### src/rtl/mult_arb_pkg.sv
// Shared widths and transaction types for the shared-multiplier arbiter.
package mult_arb_pkg;
  localparam int OPERAND_W = 16;
  localparam int PRODUCT_W = 32;
  localparam int MAX_ID_W  = 3;

  typedef struct packed {
    logic [OPERAND_W-1:0] a;
    logic [OPERAND_W-1:0] b;
    logic [MAX_ID_W-1:0]  id;
  } mult_op_t;

  typedef struct packed {
    logic [PRODUCT_W-1:0] result;
    logic [MAX_ID_W-1:0]  id;
  } mult_resp_t;
endpackage

### src/rtl/array_mult_16.sv
// Existing combinational 16x16 unsigned multiplier, full 32-bit product.
module array_mult_16
  import mult_arb_pkg::*;
(
  input  logic [OPERAND_W-1:0] a_i,
  input  logic [OPERAND_W-1:0] b_i,
  output logic [PRODUCT_W-1:0] p_o
);
  assign p_o = {{(PRODUCT_W-OPERAND_W){1'b0}}, a_i} * {{(PRODUCT_W-OPERAND_W){1'b0}}, b_i};
endmodule

### src/rtl/rr_arbiter_n.sv
// Round-robin arbiter: searches upward from the pointer, pointer moves past the winner on advance.
module rr_arbiter_n #(
  parameter  int N = 4,
  localparam int W = (N > 1) ? $clog2(N) : 1
) (
  input  logic         clk_i,
  input  logic         rst_ni,
  input  logic [N-1:0] req_i,
  input  logic         advance_i,
  output logic [N-1:0] grant_o,
  output logic [W-1:0] idx_o
);
  logic [W-1:0] ptr_q, ptr_d;
  logic [W-1:0] j;

  // Scan from the farthest offset down so the nearest requester above the pointer wins.
  always_comb begin
    grant_o = '0;
    idx_o   = '0;
    j       = '0;
    for (int k = N - 1; k >= 0; k--) begin
      j = W'((int'(ptr_q) + k) % N);
      if (req_i[j]) begin
        grant_o    = '0;
        grant_o[j] = 1'b1;
        idx_o      = j;
      end
    end
  end

  always_comb begin
    ptr_d = ptr_q;
    if (advance_i) begin
      ptr_d = (idx_o == W'(N - 1)) ? '0 : idx_o + W'(1);
    end
  end

  always_ff @(posedge clk_i) begin
    if (!rst_ni) begin
      ptr_q <= '0;
    end else begin
      ptr_q <= ptr_d;
    end
  end
endmodule

### src/rtl/multiplier_arbiter_16_bit.sv
// Shares one 16x16 multiplier among NUM_REQ requesters through a two-stage
// elastic pipeline (operand register, result register) with round-robin grant.
module multiplier_arbiter_16_bit
  import mult_arb_pkg::*;
#(
  parameter  int NUM_REQ = 4,
  localparam int ID_W    = $clog2(NUM_REQ)
) (
  input  logic                         Clock_In,
  input  logic                         Reset_N_In,
  input  logic [NUM_REQ-1:0]           Req_Valid_In,
  input  logic [NUM_REQ*OPERAND_W-1:0] Req_Data_A_In,
  input  logic [NUM_REQ*OPERAND_W-1:0] Req_Data_B_In,
  output logic [NUM_REQ-1:0]           Req_Ready_Out,
  output logic                         Resp_Valid_Out,
  input  logic                         Resp_Ready_In,
  output logic [PRODUCT_W-1:0]         Resp_Result_Out,
  output logic [ID_W-1:0]              Resp_Id_Out,
  output logic                         Busy_Out
);
  logic [NUM_REQ-1:0]   grant;
  logic [ID_W-1:0]      grant_idx;
  logic                 accept;
  logic                 s1_can_load, s2_can_load;
  logic [PRODUCT_W-1:0] product;

  mult_op_t   s1_q, s1_d;
  mult_resp_t s2_q, s2_d;
  logic       s1_vld_q, s1_vld_d;
  logic       s2_vld_q, s2_vld_d;

  assign s2_can_load   = !s2_vld_q || Resp_Ready_In;
  assign s1_can_load   = !s1_vld_q || s2_can_load;
  assign Req_Ready_Out = grant & {NUM_REQ{s1_can_load & Reset_N_In}};
  assign accept        = |(Req_Valid_In & Req_Ready_Out);

  rr_arbiter_n #(.N(NUM_REQ)) u_arb (
    .clk_i     (Clock_In),
    .rst_ni    (Reset_N_In),
    .req_i     (Req_Valid_In),
    .advance_i (accept),
    .grant_o   (grant),
    .idx_o     (grant_idx)
  );

  // Stage 1: capture the granted requester's operands
  always_comb begin
    s1_d     = s1_q;
    s1_vld_d = s1_vld_q;
    if (accept) begin
      s1_d.a   = Req_Data_A_In[grant_idx*OPERAND_W +: OPERAND_W];
      s1_d.b   = Req_Data_B_In[grant_idx*OPERAND_W +: OPERAND_W];
      s1_d.id  = MAX_ID_W'(grant_idx);
      s1_vld_d = 1'b1;
    end else if (s2_can_load) begin
      s1_vld_d = 1'b0;
    end
  end

  array_mult_16 u_mult (
    .a_i (s1_q.a),
    .b_i (s1_q.b),
    .p_o (product)
  );

  // Stage 2: register the product; holds while downstream stalls
  always_comb begin
    s2_d     = s2_q;
    s2_vld_d = s2_vld_q;
    if (s2_can_load) begin
      s2_vld_d = s1_vld_q;
      if (s1_vld_q) begin
        s2_d.result = product;
        s2_d.id     = s1_q.id;
      end
    end
  end

  always_ff @(posedge Clock_In) begin
    if (!Reset_N_In) begin
      s1_vld_q <= 1'b0;
      s2_vld_q <= 1'b0;
    end else begin
      s1_vld_q <= s1_vld_d;
      s2_vld_q <= s2_vld_d;
    end
  end

  always_ff @(posedge Clock_In) begin
    s1_q <= s1_d;
    s2_q <= s2_d;
  end

  // Data registers are not reset, so outputs are gated to read zero when empty.
  assign Resp_Valid_Out  = s2_vld_q;
  assign Resp_Result_Out = s2_vld_q ? s2_q.result : '0;
  assign Resp_Id_Out     = s2_vld_q ? s2_q.id[ID_W-1:0] : '0;
  assign Busy_Out        = s1_vld_q | s2_vld_q;

  if (ID_W < MAX_ID_W) begin : g_id_hi
    logic unused_id_hi;
    assign unused_id_hi = ^s2_q.id[MAX_ID_W-1:ID_W];
  end
endmodule

### config.mk
export PLATFORM = sky130hd
export DESIGN_NAME = multiplier_arbiter_16_bit
export DESIGN_NICKNAME = d
export VERILOG_FILES = /design/src/rtl/mult_arb_pkg.sv /design/src/rtl/array_mult_16.sv /design/src/rtl/rr_arbiter_n.sv /design/src/rtl/multiplier_arbiter_16_bit.sv
export SDC_FILE = /design/constraint.sdc
export NUM_CORES = 1
export LEC_CHECK = 0
export CORE_MARGIN = 5
export CORE_UTILIZATION = 55
export DETAILED_ROUTE_END_ITERATION = 16
export HOLD_SLACK_MARGIN = 0.12
export PLACE_DENSITY = 0.88
export SETUP_SLACK_MARGIN = 0.5
export SYNTH_ARGS = -nofsm -noshare
export SYNTH_HDL_FRONTEND = slang
export SYNTH_SLANG_ARGS = --single-unit
### constraint.sdc
create_clock -name Clock_In -period 15.5 [get_ports Clock_In]
set_clock_uncertainty 0.05 [all_clocks]
set_input_delay 1.55 -clock Clock_In [delete_from_list [all_inputs] [get_ports Clock_In]]
set_output_delay 1.55 -clock Clock_In [all_outputs]
set_load 0.01 [all_outputs]
# ---- After elaboration in Yosys (flattened, before gate mapping)
# Index checks and enable logic that the tools add are counted.
dict set report op_classes {
  n_addsub 4
  multipliers 1
  n_lt_le_gt_ge 8
  n_eq_ne 1
  n_shift 2
  mux 29
  n_bitwise 4
  reduce_logical 11
}
# op count
set op_table {}
lappend op_table {{$shiftx 64x7->16} 2}
lappend op_table {{$mul 16x16->32} 1}
lappend op_table {{$mux 32} 1}
lappend op_table {{$mux 4} 4}
lappend op_table {{$lt 2x3->1 const B} 4}
lappend op_table {{$mux 2} 6}
lappend op_table {{$mux 1} 10}
lappend op_table {{$and 4x4->4} 2}
lappend op_table {{$bmux 1 s2} 4}
lappend op_table {{$demux 1 s2} 4}
lappend op_table {{$ge 2x1->1 const B} 4}
lappend op_table {{$add 2x1->2 const B} 2}
lappend op_table {{$add 2x2->2 const B} 2}
lappend op_table {{$logic_and 1x1->1} 4}
lappend op_table {{$reduce_or 4->1} 1}
lappend op_table {{$eq 2x2->1 const B} 1}
lappend op_table {{$logic_not 1->1} 2}
lappend op_table {{$logic_or 1x1->1} 2}
lappend op_table {{$reduce_and 2->1} 1}
lappend op_table {{$reduce_bool 2->1} 1}
lappend op_table {{$and 1x1->1} 1}
lappend op_table {{$or 1x1->1} 1}
dict set report totals {
  regBits 72
  in_bits 135
  output_inout_bits 40
  word_cells 68
}

# ---- Longest topological paths before layout
dict set report logic_depth {
  ltp_word 13
  depth_mapped 24
  depth_no_buf 22
}

# ---- Modules after synthesis
# Synthesis repeated with hierarchy kept, for this count alone.
dict set report unflattened {
  cells_unflattened 1258
  area_unflattened_um2 12714.7
}
# mod instances cells_per_inst area_per_inst_um2 seq_area_each_um2
set modules_own_cells {}
lappend modules_own_cells {array_mult_16 1 1036 8916.1 0.0}
lappend modules_own_cells {multiplier_arbiter_16_bit 1 160 3213.1 2082.0}
lappend modules_own_cells {rr_arbiter_n 1 62 585.6 40.0}

# ---- Worst setup path before layout
# No wires, ideal clock.
dict set report synth_path {
  path_type {reg-to-reg}
  from {reg s1_q[10] in the netlist's numbering}
  to {reg s2_q[33] in the netlist's numbering (data pin)}
  arrival_time_ns 5.911
  required_time_ns 15.190
  slack_ns 9.279
  stages_incl_launch_ff 24
  n_path_buf 1
  synth_period_minus_slack_ns 6.221
  cell_sequence {edfxtp_1 > clkbuf_1 > nand2_1 > fa_1 > inv_1 > fa_1 > inv_1 > fa_1 > inv_1 > fa_1 > fa_1 > inv_1 > fa_1 > inv_1 > ha_1 > o21ai_0 > nor2_1 > nor4_1 > o21ai_1 > a211o_1 > a41o_1 > a211o_1 > a311oi_2 > xnor2_1}
}
dict set report synth_between {
  elab_chain_len 1
}
# item line
set synth_rtl {}
lappend synth_rtl {{from (decl)} multiplier_arbiter_16_bit.sv:27} ;# mult_op_t s1_q, s1_d;
lappend synth_rtl {{from (signal assigned)} multiplier_arbiter_16_bit.sv:90} ;# s1_q <= s1_d;
lappend synth_rtl {{$mul 16x16->32} array_mult_16.sv:9} ;# assign p_o = {{(PRODUCT_W-OPERAND_W){1'b0}}, a_i} * {{(PRODUCT_W-OPERAND_W){1'b0}}, b_i};
lappend synth_rtl {{net product[30]} multiplier_arbiter_16_bit.sv:25} ;# logic [PRODUCT_W-1:0] product;
lappend synth_rtl {{to (signal assigned)} multiplier_arbiter_16_bit.sv:91} ;# s2_q <= s2_d;
lappend synth_rtl {{to (decl)} multiplier_arbiter_16_bit.sv:28} ;# mult_resp_t s2_q, s2_d;
# The timed path passes the listed nets, and every way through them passes these cells.
# A chain may end at the register's enable or synchronous reset.

# ---- Worst setup path after layout
dict set report layout_path {
  from {reg s1_q[11] in the netlist's numbering}
  to {reg s2_q[32] in the netlist's numbering (data pin)}
}
# Same word-level chain as after synthesis.

==> metrics.txt <==
layout cells sized above 1=~4.7%; CTS Buffer Depth=2; final period utilization=45.11%; DR vias=~9600; Routed WL=around 31 mm; initial antenna violation count=1; Nets=1874; CP max stage delay=0.84 ns; Die ar.=0.02568 mm^2; CP max FO=16; CP required=around 16 ns; synth top area cells=fa_1 (31%), edfxtp_1 (16%), ha_1 (11%); PostCTS Resize Cnt=0; DRT Pass-1 Iters=5; Final Slew Violations=0; Post-Syn Area per Cell=9.566 um^2; share of the synthesized area in the top cell type=between 30% and 40%; synthesis-stage register bit count=72; RePlAce Congestion=0.9222; total number of H-tree levels=3; Die H=160.3 um; CP Cell Sequence=nand2_1 -> fa_1 -> inv_1 -> fa_1 -> inv_1 -> fa_1 -> inv_1 -> fa_1 -> fa_1 -> inv_1 -> fa_1 -> inv_1 -> ha_1 -> a211oi_1 -> a22oi_1 -> a221oi_1 -> o31ai_1 -> a211oi_2 -> nor3_1 -> a211o_1 -> a21oi_1 -> xnor2_1; Area growth, synth to finish=17.80%; Post-CTS Hold Buffers=0; port buffer count=~170; Synth cell types=51; maxcap violations=0; Initial Util=55.35%; Clock Tree Root=clkbuf_16; TritonCTS clock tree=built; Setup CP Type=reg -> reg; Avg WL per Cell=18.15 um; Worst Max-Slew Pin Slew=between 0.9 and 1 ns; final number of setup-violating endpoints=0; RSZ-0062 raised after global routing=no; total gr overflow=0; synth warn=0; Critical Path Stages=22; Post-Syn Area=0.01242 mm^2; GRT Total Usage=around a quarter; # rows=between 50 and 60; number of flops mapped to enable cells by yosys=68; postcts setup bufs=0; Final ANT Viol Nets=0; R2R cell count=22; top_reg_cell synth=edfxtp_1; Setup TNS Final=0 ns; Ports=175; Startpoint Class=flip-flop; largest net degree at the start of global routing=66; clock sinks=between 70 and 80; first-pass GRT wire length=roughly 50 mm; Async SR Flop Fraction=0%; Clock Latency Late Sink=0.36 ns; drc violations=0; Post-Synthesis Cells=roughly 1300; dominant cell type by area after synthesis=fa_1; Reg clk slew, reported paths=0.08 ns; status=finished clean; sequential share of the synthesized area=17.09%; Synthesized Nets=1740; critical path's slowest cell=edfxtp_1; vias in the first global route=10200; WHS Path Cells=0; CP top delay family=adder cells; Reg area=0.002122 mm^2; final hold vios=0; Final min period=around 7.0 ns; Die Wd=between 150 and 200 um; Num CTS Buffers=9; hpwl dp=25.35 mm; relative max-transition margin=between 30% and 40%; nature of the critical path endpoint=flip-flop; Hold Path Class=reg -> reg; multi-input logic area=0.009150 mm^2; Critical Path AT=between 7 and 8 ns; core area=between 0.02 and 0.025 mm^2; Layout fillers=1714; Crit path top cell by count=fa_1; Iteration-0 DRC Markers=around 660; Buf/Inv on CP=5; Fmax achieved=between 100 and 150 MHz; post-DR vias/cell=5.546
==> per-layer routing <==
layer / up-vias / share of wire, % / track usage (%)
li1: 4348 / - / -
met1: 4612 / 36 / 28.53
met2: 507 / 51 / 44.10
met3: 88 / 8.3 / 5.084
met4: 0 / 4.1 / 10.60
met5: - / 0 / 0
==> cells in the final DEF (no fill, tap or decap), drive strengths merged, types with 20 or more instances in the layout <==
cell and instances:
mux2i 39, and2 152, fa 194, xnor2 20, inv 246, nand2 156
o21ai 21, ha 113, nor2 50, mux2 33, a21oi 53, edfxtp 68
clkdlybuf4s50 174
==> worst paths after layout <==
| path | startpoint | endpoint | slack [ns] |
|---|---|---|---|
| worst max-delay path | s1_q[11]$_DFFE_PP_ | s2_q[32]$_DFFE_PP_ | 8.51 |
| worst min-delay path | s1_q[0]$_DFFE_PP_ | s2_q[0]$_DFFE_PP_ | 0.38 |
| worst max register to register | s1_q[11]$_DFFE_PP_ | s2_q[32]$_DFFE_PP_ | 8.51 |
| worst min register to register | s1_q[0]$_DFFE_PP_ | s2_q[0]$_DFFE_PP_ | 0.38 |
==> cell type report <==
type / instances / area share [%]
Sequential cell: 72 / 14.51
Clock inverter: 7 / 0.6929
Timing Repair Buffer: 176 / 12.01
Antenna cell: 1 / 0.01711
Inverter: 243 / 6.236
Clock buffer: 9 / 1.540
Multi-Input combinational cell: 930 / 62.56
Tap cell: 285 / 2.438
==> registers in the layout, summed over array words and instances, names as in the netlist <==
signal and count:
s1_vld_q 1, s2_q 34, Resp_Valid_Out 1, u_arb.ptr_q 2, s1_q 34
==> per-stage QoR <==
stage | area [um^2] | instances | setup WS [ns] | utilization, % | hold WS (ns)
2_1_floorplan | 12420 | 1298 | 9.279 | - | 0.3503
3_3_place_gp | 14300 | 1706 | 8.730 | 63.73 | 0.3582
3_5_place_dp | 14300 | 1706 | 8.652 | 63.73 | 0.3583
4_1_cts | 14620 | 1722 | 8.577 | 65.19 | 0.3734
5_1_grt | 14630 | 1723 | 8.262 | 65.20 | 0.3820
6_report | 14630 | 1723 | 8.508 | 65.20 | 0.3819
==> cell families (layout without fill, tap and decap cells) <==
| group | Yosys count | in the layout | synth area share [%] |
|---|---|---|---|
| AO/OA/AOI/OAI | 126 | 126 | 6.681 |
| XOR/XNOR | 28 | 28 | 1.975 |
| adder cells (fa/ha/maj) | 307 | 307 | 42.66 |
| buffers and inverters | 296 | 435 | 9.351 |
| flip-flops | 72 | 72 | 17.09 |
| multiplexers | 75 | 75 | 6.681 |
| other | 0 | 1 | 0 |
| AND/OR/NAND/NOR | 394 | 394 | 15.56 |
==> cells in the mapped netlist (2+ instances only) <==
| master | count |
|---|---|
| or3_1 | 3 |
| a211o_1 | 4 |
| a22oi_1 | 7 |
| fa_1 | 194 |
| and2_1 | 152 |
| nor3_1 | 8 |
| buf_6 | 6 |
| o21ai_1 | 6 |
| inv_1 | 243 |
| xor2_1 | 8 |
| a31oi_1 | 3 |
| mux2_2 | 33 |
| a21oi_1 | 52 |
| a221oi_2 | 2 |
| ha_1 | 113 |
| nor2_1 | 50 |
| nand3_1 | 10 |
| buf_1 | 2 |
| buf_2 | 4 |
| a211oi_1 | 5 |
| o21bai_1 | 3 |
| o21ai_0 | 13 |
| edfxtp_1 | 68 |
| o21a_1 | 4 |
| a211oi_2 | 3 |
| nor4_1 | 2 |
| xnor2_1 | 20 |
| a21o_1 | 11 |
| dfxtp_1 | 4 |
| mux2i_1 | 39 |
| nand2_1 | 156 |
| clkbuf_1 | 41 |
| nor2b_1 | 5 |
| mux4_2 | 3 |
| o31ai_1 | 2 |
| and3_1 | 4 |
==> worst register-to-register path, stage by stage (launching register included) <==
cell and delay, ns:
edfxtp_1 0.84, nand2_1 0.17, fa_1 0.54, inv_1 0.05, fa_1 0.49, inv_1 0.05, fa_1 0.53, inv_1 0.05
fa_1 0.45, fa_1 0.48, inv_1 0.05, fa_1 0.47, inv_1 0.04, ha_1 0.35, a211oi_1 0.26, a22oi_1 0.15
a221oi_1 0.40, o31ai_1 0.28, a211oi_2 0.30, nor3_1 0.11, a211o_1 0.29, a21oi_1 0.22, xnor2_1 0.10
Power is left out: the tool's default activity adds up to more than one toggle a clock period on the data nets, which glitch-free logic cannot reach.
